### config.mk
export PLATFORM = sky130hd
export DESIGN_NAME = mem_access_unit
export DESIGN_NICKNAME = d
export VERILOG_FILES = /design/src/rtl/mips_pkg.sv /design/src/rtl/mem_lane_align.sv /design/src/rtl/mem_access_unit.sv
export SDC_FILE = /design/constraint.sdc
export NUM_CORES = 1
export LEC_CHECK = 0
export CORE_MARGIN = 5
export CORE_UTILIZATION = 49
export CTS_BUF_LIST = sky130_fd_sc_hd__clkbuf_4
export CTS_CLUSTER_DIAMETER = 60
export DETAILED_ROUTE_END_ITERATION = 10
export PLACE_DENSITY = 0.95
export SETUP_SLACK_MARGIN = 0.3
export SKIP_LAST_GASP = 1
export SLEW_MARGIN = 20
export SYNTH_ARGS = -nofsm -noshare
export SYNTH_HDL_FRONTEND = slang
export SYNTH_SLANG_ARGS = --single-unit
### constraint.sdc
create_clock -name clock -period 5.6 [get_ports clock]
set_input_delay 0.56 -clock clock [delete_from_list [all_inputs] [get_ports clock]]
set_output_delay 0.56 -clock clock [all_outputs]
set_load 0.005 [all_outputs]
### src/rtl/mips_pkg.sv
// Shared definitions for the MIPS memory stage.
//   MEM_RD / MEM_WR / MEM_BYTE : bit positions inside memctrl
//   NUM_LANES / LANE_W         : byte-lane geometry of the 32-bit data bus
//   mau_state_e                : memory-access controller state
package mips_pkg;
  localparam int MEM_RD    = 0;
  localparam int MEM_WR    = 1;
  localparam int MEM_BYTE  = 2;
  localparam int NUM_LANES = 4;
  localparam int LANE_W    = 8;

  typedef enum logic {
    IDLE = 1'b0,
    WAIT = 1'b1
  } mau_state_e;
endpackage

### src/rtl/mem_lane_align.sv
// Byte-lane steering for the data-memory bus (purely combinational).
//   byte_acc, addr_lo, st_data -> be, wdata   : store-side enables / replicated data
//   ld_byte, ld_lane, rdata    -> ld_data     : load-side lane extract + sign extend
module mem_lane_align
  import mips_pkg::*;
(
  input  logic                          byte_acc,
  input  logic [1:0]                    addr_lo,
  input  logic [NUM_LANES*LANE_W-1:0]   st_data,
  output logic [NUM_LANES-1:0]          be,
  output logic [NUM_LANES*LANE_W-1:0]   wdata,
  input  logic                          ld_byte,
  input  logic [1:0]                    ld_lane,
  input  logic [NUM_LANES*LANE_W-1:0]   rdata,
  output logic [NUM_LANES*LANE_W-1:0]   ld_data
);
  logic [NUM_LANES-1:0][LANE_W-1:0] rd_lanes;
  logic [LANE_W-1:0]                sel_lane;

  assign rd_lanes = rdata;
  assign sel_lane = rd_lanes[ld_lane];

  always_comb begin
    be      = byte_acc ? (NUM_LANES'(1) << addr_lo) : '1;
    // Byte stores drive the byte on every lane; be picks the one that lands.
    wdata   = byte_acc ? {NUM_LANES{st_data[LANE_W-1:0]}} : st_data;
    ld_data = ld_byte ? {{(NUM_LANES*LANE_W-LANE_W){sel_lane[LANE_W-1]}}, sel_lane} : rdata;
  end
endmodule

### src/rtl/mem_access_unit.sv
// MIPS memory-stage controller. Consumes EX/MEM, runs load/store on a req/ack
// data bus, stalls the pipeline while a transaction is outstanding and
// registers result/rd toward MEM/WB.
//   d1_in/d2_in/rd_in/memctrl_in : address, store data, dest reg, control
//   result_out/rd_out/access_err : registered stage outputs
//   stall                        : combinational pipeline hold
//   mem_*                        : data-memory bus
module mem_access_unit
  import mips_pkg::*;
#(
  parameter int TIMEOUT_CYCLES = 16,
  parameter int TCNT_W         = 5
) (
  input  logic        clock,
  input  logic        reset,
  input  logic [31:0] d1_in,
  input  logic [31:0] d2_in,
  input  logic [4:0]  rd_in,
  input  logic [2:0]  memctrl_in,
  output logic [31:0] result_out,
  output logic [4:0]  rd_out,
  output logic        stall,
  output logic        access_err,
  output logic        mem_req,
  output logic        mem_we,
  output logic [31:0] mem_addr,
  output logic [3:0]  mem_be,
  output logic [31:0] mem_wdata,
  input  logic        mem_ack,
  input  logic [31:0] mem_rdata
);
  mau_state_e        state_q, state_d;
  logic [31:0]       addr_q, addr_d, wdata_q, wdata_d, result_q, result_d;
  logic [3:0]        be_q, be_d;
  logic              we_q, we_d, byte_q, byte_d, err_q, err_d;
  logic [1:0]        lane_q, lane_d;
  logic [4:0]        rdl_q, rdl_d, rd_q, rd_d;
  logic [TCNT_W-1:0] tcnt_q, tcnt_d;
  logic              stall_c;

  logic        rd_en, wr_en, byte_acc, is_acc, illegal, timeout;
  logic [3:0]  be_new;
  logic [31:0] wdata_new, ld_data;

  assign rd_en    = memctrl_in[MEM_RD];
  assign wr_en    = memctrl_in[MEM_WR];
  assign byte_acc = memctrl_in[MEM_BYTE];
  assign is_acc   = rd_en | wr_en;
  assign illegal  = (rd_en & wr_en) | (~byte_acc & (d1_in[1:0] != 2'b00));
  // tcnt_q counts completed WAIT cycles, so the final WAIT cycle sees T-1.
  assign timeout  = (tcnt_q == TCNT_W'(TIMEOUT_CYCLES - 1));

  mem_lane_align u_align (
    .byte_acc (byte_acc),
    .addr_lo  (d1_in[1:0]),
    .st_data  (d2_in),
    .be       (be_new),
    .wdata    (wdata_new),
    .ld_byte  (byte_q),
    .ld_lane  (lane_q),
    .rdata    (mem_rdata),
    .ld_data  (ld_data)
  );

  always_comb begin
    state_d  = state_q;
    addr_d   = addr_q;
    wdata_d  = wdata_q;
    be_d     = be_q;
    we_d     = we_q;
    byte_d   = byte_q;
    lane_d   = lane_q;
    rdl_d    = rdl_q;
    tcnt_d   = tcnt_q;
    result_d = result_q;
    rd_d     = rd_q;
    err_d    = 1'b0;
    stall_c  = 1'b0;
    case (state_q)
      IDLE: begin
        if (!is_acc) begin
          result_d = d1_in;
          rd_d     = rd_in;
        end else if (illegal) begin
          result_d = '0;
          rd_d     = '0;
          err_d    = 1'b1;
        end else begin
          stall_c = 1'b1;
          addr_d  = {d1_in[31:2], 2'b00};
          wdata_d = wdata_new;
          be_d    = be_new;
          we_d    = wr_en;
          rdl_d   = rd_in;
          byte_d  = byte_acc;
          lane_d  = d1_in[1:0];
          tcnt_d  = '0;
          state_d = WAIT;
        end
      end
      WAIT: begin
        // Ack beats timeout when both land in the last WAIT cycle.
        if (mem_ack) begin
          state_d  = IDLE;
          result_d = we_q ? 32'd0 : ld_data;
          rd_d     = we_q ? 5'd0  : rdl_q;
        end else if (timeout) begin
          state_d  = IDLE;
          err_d    = 1'b1;
          result_d = '0;
          rd_d     = '0;
        end else begin
          stall_c = 1'b1;
          tcnt_d  = tcnt_q + 1'b1;
        end
      end
      default: state_d = IDLE;
    endcase
  end

  always_ff @(posedge clock or negedge reset) begin
    if (!reset) begin
      state_q  <= IDLE;
      addr_q   <= '0;
      wdata_q  <= '0;
      be_q     <= '0;
      we_q     <= 1'b0;
      byte_q   <= 1'b0;
      lane_q   <= '0;
      rdl_q    <= '0;
      tcnt_q   <= '0;
      result_q <= '0;
      rd_q     <= '0;
      err_q    <= 1'b0;
    end else begin
      state_q  <= state_d;
      addr_q   <= addr_d;
      wdata_q  <= wdata_d;
      be_q     <= be_d;
      we_q     <= we_d;
      byte_q   <= byte_d;
      lane_q   <= lane_d;
      rdl_q    <= rdl_d;
      tcnt_q   <= tcnt_d;
      result_q <= result_d;
      rd_q     <= rd_d;
      err_q    <= err_d;
    end
  end

  // Held reset must not stall even if a legal access sits on the inputs.
  assign stall      = reset & stall_c;
  assign mem_req    = (state_q == WAIT);
  assign mem_we     = we_q;
  assign mem_addr   = addr_q;
  assign mem_be     = be_q;
  assign mem_wdata  = wdata_q;
  assign result_out = result_q;
  assign rd_out     = rd_q;
  assign access_err = err_q;
endmodule

# ---- After elaboration in Yosys (flattened, before gate mapping)
# Cells that the tools add are included.
dict set report word_totals {
  word_cells 66
  input_bits 107
  out_inout_bits 109
  reg_bits 119
}
dict set report op_classes {
  eq_ne 7
  n_reduce_logical 4
  bitwise_logic 8
  addsub 1
  n_shift 1
  n_lt_le_gt_ge 1
  n_mux 32
}
# cell count
set op_table {}
lappend op_table {{32-bit two-way mux} 7}
lappend op_table {{32-bit one-hot mux with 2 select lines} 1}
lappend op_table {{5-bit two-way mux} 9}
lappend op_table {{5-bit one-hot mux with 2 select lines} 2}
lappend op_table {{8-bit binary-select mux with 2-bit select} 1}
lappend op_table {{1-bit two-way mux} 8}
lappend op_table {{8-bit two-way mux} 1}
lappend op_table {{2-bit inequality test, second input constant} 4}
lappend op_table {{5-bit by 1-bit adder with 5-bit output, second input constant} 1}
lappend op_table {{5-bit by 4-bit equality test with 1-bit output, second input constant} 1}
lappend op_table {{4-bit two-way mux} 1}
lappend op_table {{1-bit one-hot mux with 2 select lines} 2}
lappend op_table {{4-bit AND reduction} 1}
lappend op_table {{1-bit by 2-bit << shifter with 4-bit output, first input constant} 1}
lappend op_table {{1-bit bitwise AND} 3}
lappend op_table {{2-bit by 3-bit less-than comparator with 1-bit output, second input constant} 1}
lappend op_table {{3-bit by 2-bit inequality test with 1-bit output, second input constant} 1}
lappend op_table {{3-bit inequality test, second input constant} 1}
lappend op_table {{1-bit inverter} 3}
lappend op_table {{3-bit AND reduction} 1}
lappend op_table {{1-bit bitwise OR} 2}
lappend op_table {{2-bit AND reduction} 1}
lappend op_table {{2-bit nonzero test} 1}

# ---- Longest topological paths before layout
# Gate-level depths: netlist of run 1.
dict set report logic_depth {
  ltp_word 7
  mapped_depth 9
  mapped_depth_nobuf 7
}

# ---- Modules after synthesis
# Synthesis of run 1 repeated with hierarchy kept, for this count alone.
dict set report unflattened {
  hier_cells 542
  area_unflattened_um2 5899.4
}
# mod instances cells_each area_per_inst_um2 seq_area_each_um2
set by_module_without_submodules {}
lappend by_module_without_submodules {mem_access_unit 1 368 4864.7 2977.9}
lappend by_module_without_submodules {mem_lane_align 1 174 1034.7 0.0}

# ---- Least setup slack after synthesis of run 1
# Ideal clock, no wire load.
dict set report synth_path {
  path_type {input to output}
  start {input d1_in[0]}
  end {output stall}
  required_ns 5.040
  path_slack_ns 3.473
  arrival_ns 1.567
  stages 5
  path_buffers 2
  path_cell_list {o21ba_2 > or3_1 > buf_6 > buf_6 > a21oi_2}
}
dict set report synth_between {
  elab_chain_cells 7
}
# element line
set synth_lines {}
lappend synth_lines {{from (decl)} mem_access_unit.sv:16} ;# input logic [31:0] d1_in,
lappend synth_lines {{2-bit nonzero test} mem_access_unit.sv:49} ;# assign illegal = (rd_en & wr_en) | (~byte_acc & (d1_in[1:0] != 2'b00));
lappend synth_lines {{1-bit bitwise AND} mem_access_unit.sv:49}
lappend synth_lines {{1-bit bitwise OR} mem_access_unit.sv:49}
lappend synth_lines {{1-bit two-way mux} mem_access_unit.sv:84} ;# end else if (illegal) begin
lappend synth_lines {{1-bit two-way mux} mem_access_unit.sv:81} ;# if (!is_acc) begin
lappend synth_lines {{1-bit one-hot mux with 2 select lines} mem_access_unit.sv:79} ;# case (state_q)
lappend synth_lines {{1-bit bitwise AND} mem_access_unit.sv:152} ;# assign stall = reset & stall_c;
lappend synth_lines {{to (decl)} mem_access_unit.sv:22} ;# output logic stall,
# Every way passes these cells.

# ---- Worst setup path in the final report of run 1
dict set report layout_path {
  start {input memctrl_in[2]}
  end {output stall}
}
dict set report layout_between {
  elab_chain_cells 7
}
# element line
set layout_lines {}
lappend layout_lines {{from (decl)} mem_access_unit.sv:19} ;# input logic [2:0] memctrl_in,
lappend layout_lines {{1-bit inverter} mem_access_unit.sv:49}
lappend layout_lines {{1-bit bitwise AND} mem_access_unit.sv:49}
lappend layout_lines {{1-bit bitwise OR} mem_access_unit.sv:49}
lappend layout_lines {{1-bit two-way mux} mem_access_unit.sv:84}
lappend layout_lines {{1-bit two-way mux} mem_access_unit.sv:81}
lappend layout_lines {{1-bit one-hot mux with 2 select lines} mem_access_unit.sv:79}
lappend layout_lines {{1-bit bitwise AND} mem_access_unit.sv:152}
# Every way passes these cells.

==> impl_results.md, run 1 <==
* Final Slew Violations at 0
* Root Buffer: clkbuf_4
* Sequential area share after synthesis at 0.5240
* #FFs+latches synth at 119
* Std-Cell Rows at 39
* Area of the core at 0.01137 sq mm
* Pint at 2.036 mW
* Gate power share at 0.367
* # DRC at 0
* Max_slew headroom at 0.3118
* Synth top cells by count: nand2_1, dfrtp_1, o21ai_0
* Largest net degree at the start of global routing at 70
* Status: completed
* Crit path max fanout at 39
* Most common cell in the netlist: nand2_1
* H-tree depth at 4
* Unrepaired setup endpoints after global routing: false
* Post-CTS Setup Inserts at 0
* Fin crit period at 3.341 ns
* HP Class: input pin to async pin
* Dpl cells at 923
* End of the critical path: stall
* Worst Path Arrival at 2.78 ns
* Gr usage total at 0.2509
* Number of port buffers at 213
* Post-CTS resize count at 0
* Synth unique cells at 43
* Reg2reg path depth at 8
* Final Hold Violating Endpoints at 0
* Detailed-route via count at 5299
* Share of layout cells above drive strength 1 at 0.09102
* CTS clk-pin slew, worst paths at 0.11 ns
* CTS Sinks at 119
* Drt pass-1 iters at 5
* Switching Power at 0.9802 mW
* Final hold slack at 0.07653 ns
* Total Wirelength at 17.54 mm
* Vias/cell at 5.543
* Critical path required time at 5.04 ns
* Placed inst area at 0.007757 sq mm
* Endpoints failing setup at 0
* Final nets at 910
* First-pass GRT wire length at 27.70 mm
* Finished Layout Cells at 956
* CTS max path bufs at 2
* Initial Utilization at 0.4998
* Main area contributors after synthesis: dfrtp_1, nand2_1, mux2i_1
* Clk pwr share at 0.213
* Max-cap viol count at 0
* Number of synthesized flops with an enable pin at 0
* FF-to-FF End: result_out[3]
* Die height at 117.7 microns
* Antenna violations before repair at 0
* Fin util at 0.7096
* Startpoint types: input pin
* DP HPWL at 12.93 mm
* FF-to-FF Start: tcnt_q[0]
* Crit path launch: memctrl_in[2]
* FMAX at 0.2993 GHz
* Mapped cell area at 0.005683 sq mm
* Fin area at 0.008068 sq mm
* Skew-Pair Late Insertion Delay at 0.51 ns
* Die Area at 0.01385 sq mm
* Clock Skew at 0.01898 ns
* CTS Buf Count at 17
* Area grow syn2layout at 41.96%
* Antenna viol nets, final at 0
* TritonCTS clock tree: built
* Worst Setup End Kind: primary output
* Die X-Extent at 117.7 microns
* Hold bufs inserted after CTS at 0
* Kind of critical path: input pin to primary output
* Static leakage at 3.609 nW
* Reg2reg setup slack at 3.18 ns
* GP Congestion at 0.8349
* Routed wire per std cell at 18.35 microns
* Period utilisation layout at 0.5966
* Worst IR drop on VDD at 0.0002090 V
* Top cell type by total area after synthesis: dfrtp_1
* Antenna diodes at 0
* Most common flop cell mapped by yosys: dfrtp_1
* Post-synth ARST share at 1.000
* Total gr overflow at 0
* Mean Syn Cell Area at 9.440 sq um
* Top-Level Pins at 216
* Flop pwr share at 0.420
* TNS Setup at 0 ns
* Starting DRT DRC Count at 547
* Net Sw Frac at 0.3249
* Vias in the first global route at 5214
* Worst-Margin Slew at 1.032 ns
* Top-area cell type share of the netlist area at 0.5240
* Synthesis warning total at 0
* Power Dens Cells at 373.9 mW/mm^2
* Post-Synthesis Cells at 602
[critical path, cell delays in order]
cell,delay (ns)
buf_2,0.59
o21ba_2,0.29
or3_4,0.58
a21oi_2,0.22
clkdlybuf4s50_1,0.52
[per-stage QoR]
| step | setup slack [ns] | total power, mW |
|---|---|---|
| after global routing | 2.186 | 3.192 |
| after CTS | 2.261 | 3.035 |
| final | 2.259 | 3.017 |
| after floorplan | 3.473 | 1.725 |
| after global placement | 2.299 | 2.344 |
| after detailed placement | 2.269 | 2.391 |
[worst min path at each step]
stage                startpoint        endpoint  slack [ns]
floorplan                 reset      access_err        0.26
global placement    mem_addr[3]     mem_addr[3]        0.46
detailed placement  mem_addr[3]     mem_addr[3]        0.46
CTS                       reset  result_out[24]        0.07
global route              reset  result_out[26]        0.09
finish                    reset    mem_addr[21]        0.08
[power groups by stage]
stage                     Clock, mW  Combinational, mW  Sequential, mW
after floorplan                   0              0.460            1.27
after global placement            0               1.08            1.27
after CTS                     0.653               1.12            1.27
final                         0.642               1.11            1.27
after global routing          0.692               1.20            1.30
after detailed placement          0               1.11            1.28
[registers in the layout, indices dropped and copies added, names as in the netlist, 2 cells and up]
register / flops
rdl_q: 5
rd_out: 5
mem_wdata: 32
lane_q: 2
result_out: 32
tcnt_q: 5
mem_be: 4
mem_addr: 30
[logic make-up after synthesis]
group / synth area share
AO/OA/AOI/OAI: 0.1482
XOR/XNOR: 0.005946
adder cells (fa/ha/maj): 0.006606
buffers and inverters: 0.05636
flip-flops: 0.5240
multiplexers: 0.05856
other: 0.0006599
AND/OR/NAND/NOR: 0.1997
[cells in the final DEF (no fill, tap or decap), types with 4 or more instances in the layout]
cell type	Yosys	layout
a221o_1	7	7
o21ai_1	7	7
nor2_1	31	31
o21ai_2	24	24
a31oi_1	28	28
nand2_1	197	197
o21ai_0	32	32
dfrtp_1	119	119
clkinvlp_4	0	5
a22oi_1	5	5
nor2b_1	25	25
nand2b_1	4	4
a21oi_1	8	8
o2bb2ai_1	7	7
mux2i_1	31	31
clkdlybuf4s50_1	0	211
clkbuf_4	0	18
inv_1	7	7
buf_4	2	7
[final cells by class]
cell class / count / area (sq um)
well taps: 143 / 178.9
repair buffers: 220 / 2185
inverters: 8 / 30.03
clock inverters: 14 / 158.9
clock buffers: 18 / 135.1
multi-input cells: 434 / 2402
flip-flops and latches: 119 / 2978
fillers: 856 / 3302
[metal layers]
layer	vias up	track usage	share of wire
met2	310	0.4042	0.48
met1	2519	0.3131	0.39
met4	0	0.09677	0.032
met5	-	0	0
met3	44	0.08361	0.098
li1	2426	-	-
Note: power is estimated with default switching activity, not from simulation.
==> run 2, diff against run 1 <==
--- a/config.mk
+++ b/config.mk
@@ -6,11 +6,11 @@
 export NUM_CORES = 1
 export LEC_CHECK = 0
 export CORE_MARGIN = 5
-export CORE_UTILIZATION = 49
+export CORE_UTILIZATION = 46
 export CTS_BUF_LIST = sky130_fd_sc_hd__clkbuf_4
 export CTS_CLUSTER_DIAMETER = 60
 export DETAILED_ROUTE_END_ITERATION = 10
-export PLACE_DENSITY = 0.95
+export PLACE_DENSITY = 0.92
 export SETUP_SLACK_MARGIN = 0.3
 export SKIP_LAST_GASP = 1
 export SLEW_MARGIN = 20
==> constraint.sdc (replaced) <==
create_clock -name clock -period 3.3 [get_ports clock]
set_input_delay 0.33 -clock clock [delete_from_list [all_inputs] [get_ports clock]]
set_output_delay 0.33 -clock clock [all_outputs]
set_load 0.005 [all_outputs]
==> impl_results.md, run 2 (synthesis gave the netlist of run 1 again) <==
* Status: completed
* Area grow syn2layout at 43.70%
* TritonCTS clock tree: built
* Max stage delay cell, worst path: clkdlybuf4s50_1
* Kind of critical path: flop to primary output
* Top-Level Pins at 216 (unchanged)
* Hold bufs inserted after CTS at 1 (+1)
* Worst IR drop on VDD at 0.0004149 V (+99%)
* Drt pass-1 iters at 5 (unchanged)
* Largest net degree at the start of global routing at 100 (+43%)
* Commonest non-fill, non-tap cell in the layout: clkdlybuf4s50_1
* Top sig layer: met4
* Max_slew headroom at 0.2779 (-0.03394)
* Detailed-route via count at 5205 (-1.8%)
* Largest delay share family, worst path: buffers and inverters
* Initial Utilization at 0.4712 (-0.02867)
* FMAX at 0.3705 GHz
* HP Class: input pin to async pin
* Die X-Extent at 121.2 microns (+2.9%)
* Worst-Margin Slew at 1.083 ns (+0.05088 ns)
* Crit-path max cell delay at 0.52 ns (-0.07 ns)
* Crit-path cells: ha_1 > and3_1 > ha_1 > nand2_1 > nand2_1 > a21oi_2 > clkdlybuf4s50_1
* Fin crit period at 2.699 ns
* # DRC at 0 (unchanged)
* Worst Path Arrival at 2.37 ns (-0.41 ns)
* Antenna viol nets, final at 0 (unchanged)
* Dpl cells at 953 (+3.3%)
* Skew-Pair Late Insertion Delay at 0.52 ns (about the same)
* Vias in the first global route at 5194 (-0.38%)
* CTS max path bufs at 2 (unchanged)
* DP HPWL at 13.18 mm (+1.9%)
* Unrepaired setup endpoints after global routing: false
* Clock Skew at 0.01743 ns (-0.001545 ns)
* Finished Layout Cells at 986 (+3.1%)
* Power Dens Cells at 639.1 mW/mm^2 (+71%)
* First-pass GRT wire length at 27.93 mm (+0.85%)
* Antenna diodes at 0 (unchanged)
* Static leakage at 3.665 nW (+1.5%)
* CTS Sinks at 119 (unchanged)
* Final nets at 915 (+0.55%)
* TNS Setup at 0 ns (unchanged)
* Starting DRT DRC Count at 459 (-16%)
* Period utilisation layout at 0.8180
* Metal3 WL at 2.046 mm (+19%)
* CTS Buf Count at 17 (unchanged)
* Post-CTS resize count at 0 (unchanged)
* Std-Cell Rows at 40 (+2.6%)
* Worst Setup End Kind: primary output
* Antenna violations before repair at 0 (unchanged)
* Startpoint types: flop
* Endpoints failing setup at 0 (unchanged)
* Met2 wire length at 8.544 mm (+2.5%)
* Vias/cell at 5.279 (-4.8%)
* Gr usage total at 0.2485 (-0.002469)
* Final Hold Violating Endpoints at 0 (unchanged)
* H-tree depth at 4 (unchanged)
* Fin area at 0.008167 sq mm (+1.2%)
* Number of port buffers at 213 (unchanged)
* Total Wirelength at 18.08 mm (+3.1%)
* Root Buffer: clkbuf_4
* Metal-1 WL at 6.878 mm (-0.59%)
* Total gr overflow at 0 (unchanged)
* Placed inst area at 0.007844 sq mm (+1.1%)
* Routed wire per std cell at 18.34 microns (about the same)
* Share of layout cells above drive strength 1 at 0.09291 (+0.001889)
* Crit path max fanout at 4 (-90%)
* Critical path required time at 2.97 ns (-2.07 ns)
* Area of the core at 0.01206 sq mm (+6.1%)
* Final Slew Violations at 0 (unchanged)
* CTS clk-pin slew, worst paths at 0.11 ns (about the same)
* Buf+Inv Stages, Crit Path at 1 (-1)
* Max-cap viol count at 0 (unchanged)
* Post-CTS Setup Inserts at 0 (unchanged)
* Pwr Total at 5.220 mW (+73%)
* Die Area at 0.01468 sq mm (+6.0%)
* Die height at 121.2 microns (+2.9%)
* GP Congestion at 0.8490 (+1.7%)
* Most frequent cells in the layout: clkdlybuf4s50_1, nand2_1, dfrtp_1
[run 2: report_power, final]
group          leakage (nW)  internal [mW]  switching (mW)
Clock                 0.172          0.625           0.548
Sequential             1.49           1.87           0.270
Combinational          2.00           1.07           0.837
Total                  3.66           3.56            1.65
[run 2: path summary, 6_finish.rpt]
kind                            depth (start not counted)  slack [ns]              to          start
max in group asynchronous                               3        2.07       tcnt_q[0]          reset
worst max-delay path                                    7        0.60           stall      tcnt_q[0]
worst min register to register                          2        0.49   mem_wdata[25]  mem_wdata[25]
worst min-delay path                                    2        0.23    mem_addr[24]          reset
min in group clock                                      3        0.35    mem_addr[17]      d1_in[17]
worst max register to register                          4        0.90  result_out[25]      lane_q[1]
[run 2: layout make-up]
| type | instances | area [sq um] |
|---|---|---|
| Clock inverter | 11 | 155.1 |
| Multi-Input combinational cell | 434 | 2401 |
| Timing Repair Buffer | 225 | 2235 |
| Inverter | 8 | 30.03 |
| Sequential cell | 119 | 2978 |
| Clock buffer | 21 | 157.7 |
| Fill cell | 921 | 3895 |
| Tap cell | 168 | 210.2 |
[run 2: layer usage]
layer,track usage,vias to the layer above
met4,0.1085,0
met3,0.09883,39
li1,-,2434
met1,0.2948,2464
met5,0,-
met2,0.3998,268
[run 2: through the flow]
step	hold slack [ns]	worst slack, ns	util
floorplan	0.03441	1.276	-
global placement	0.2393	0.7235	0.6503
detailed placement	0.2392	0.7010	0.6503
CTS	0.1823	0.5335	0.6771
global route	0.2080	0.4382	0.6771
finish	0.2346	0.6006	0.6771
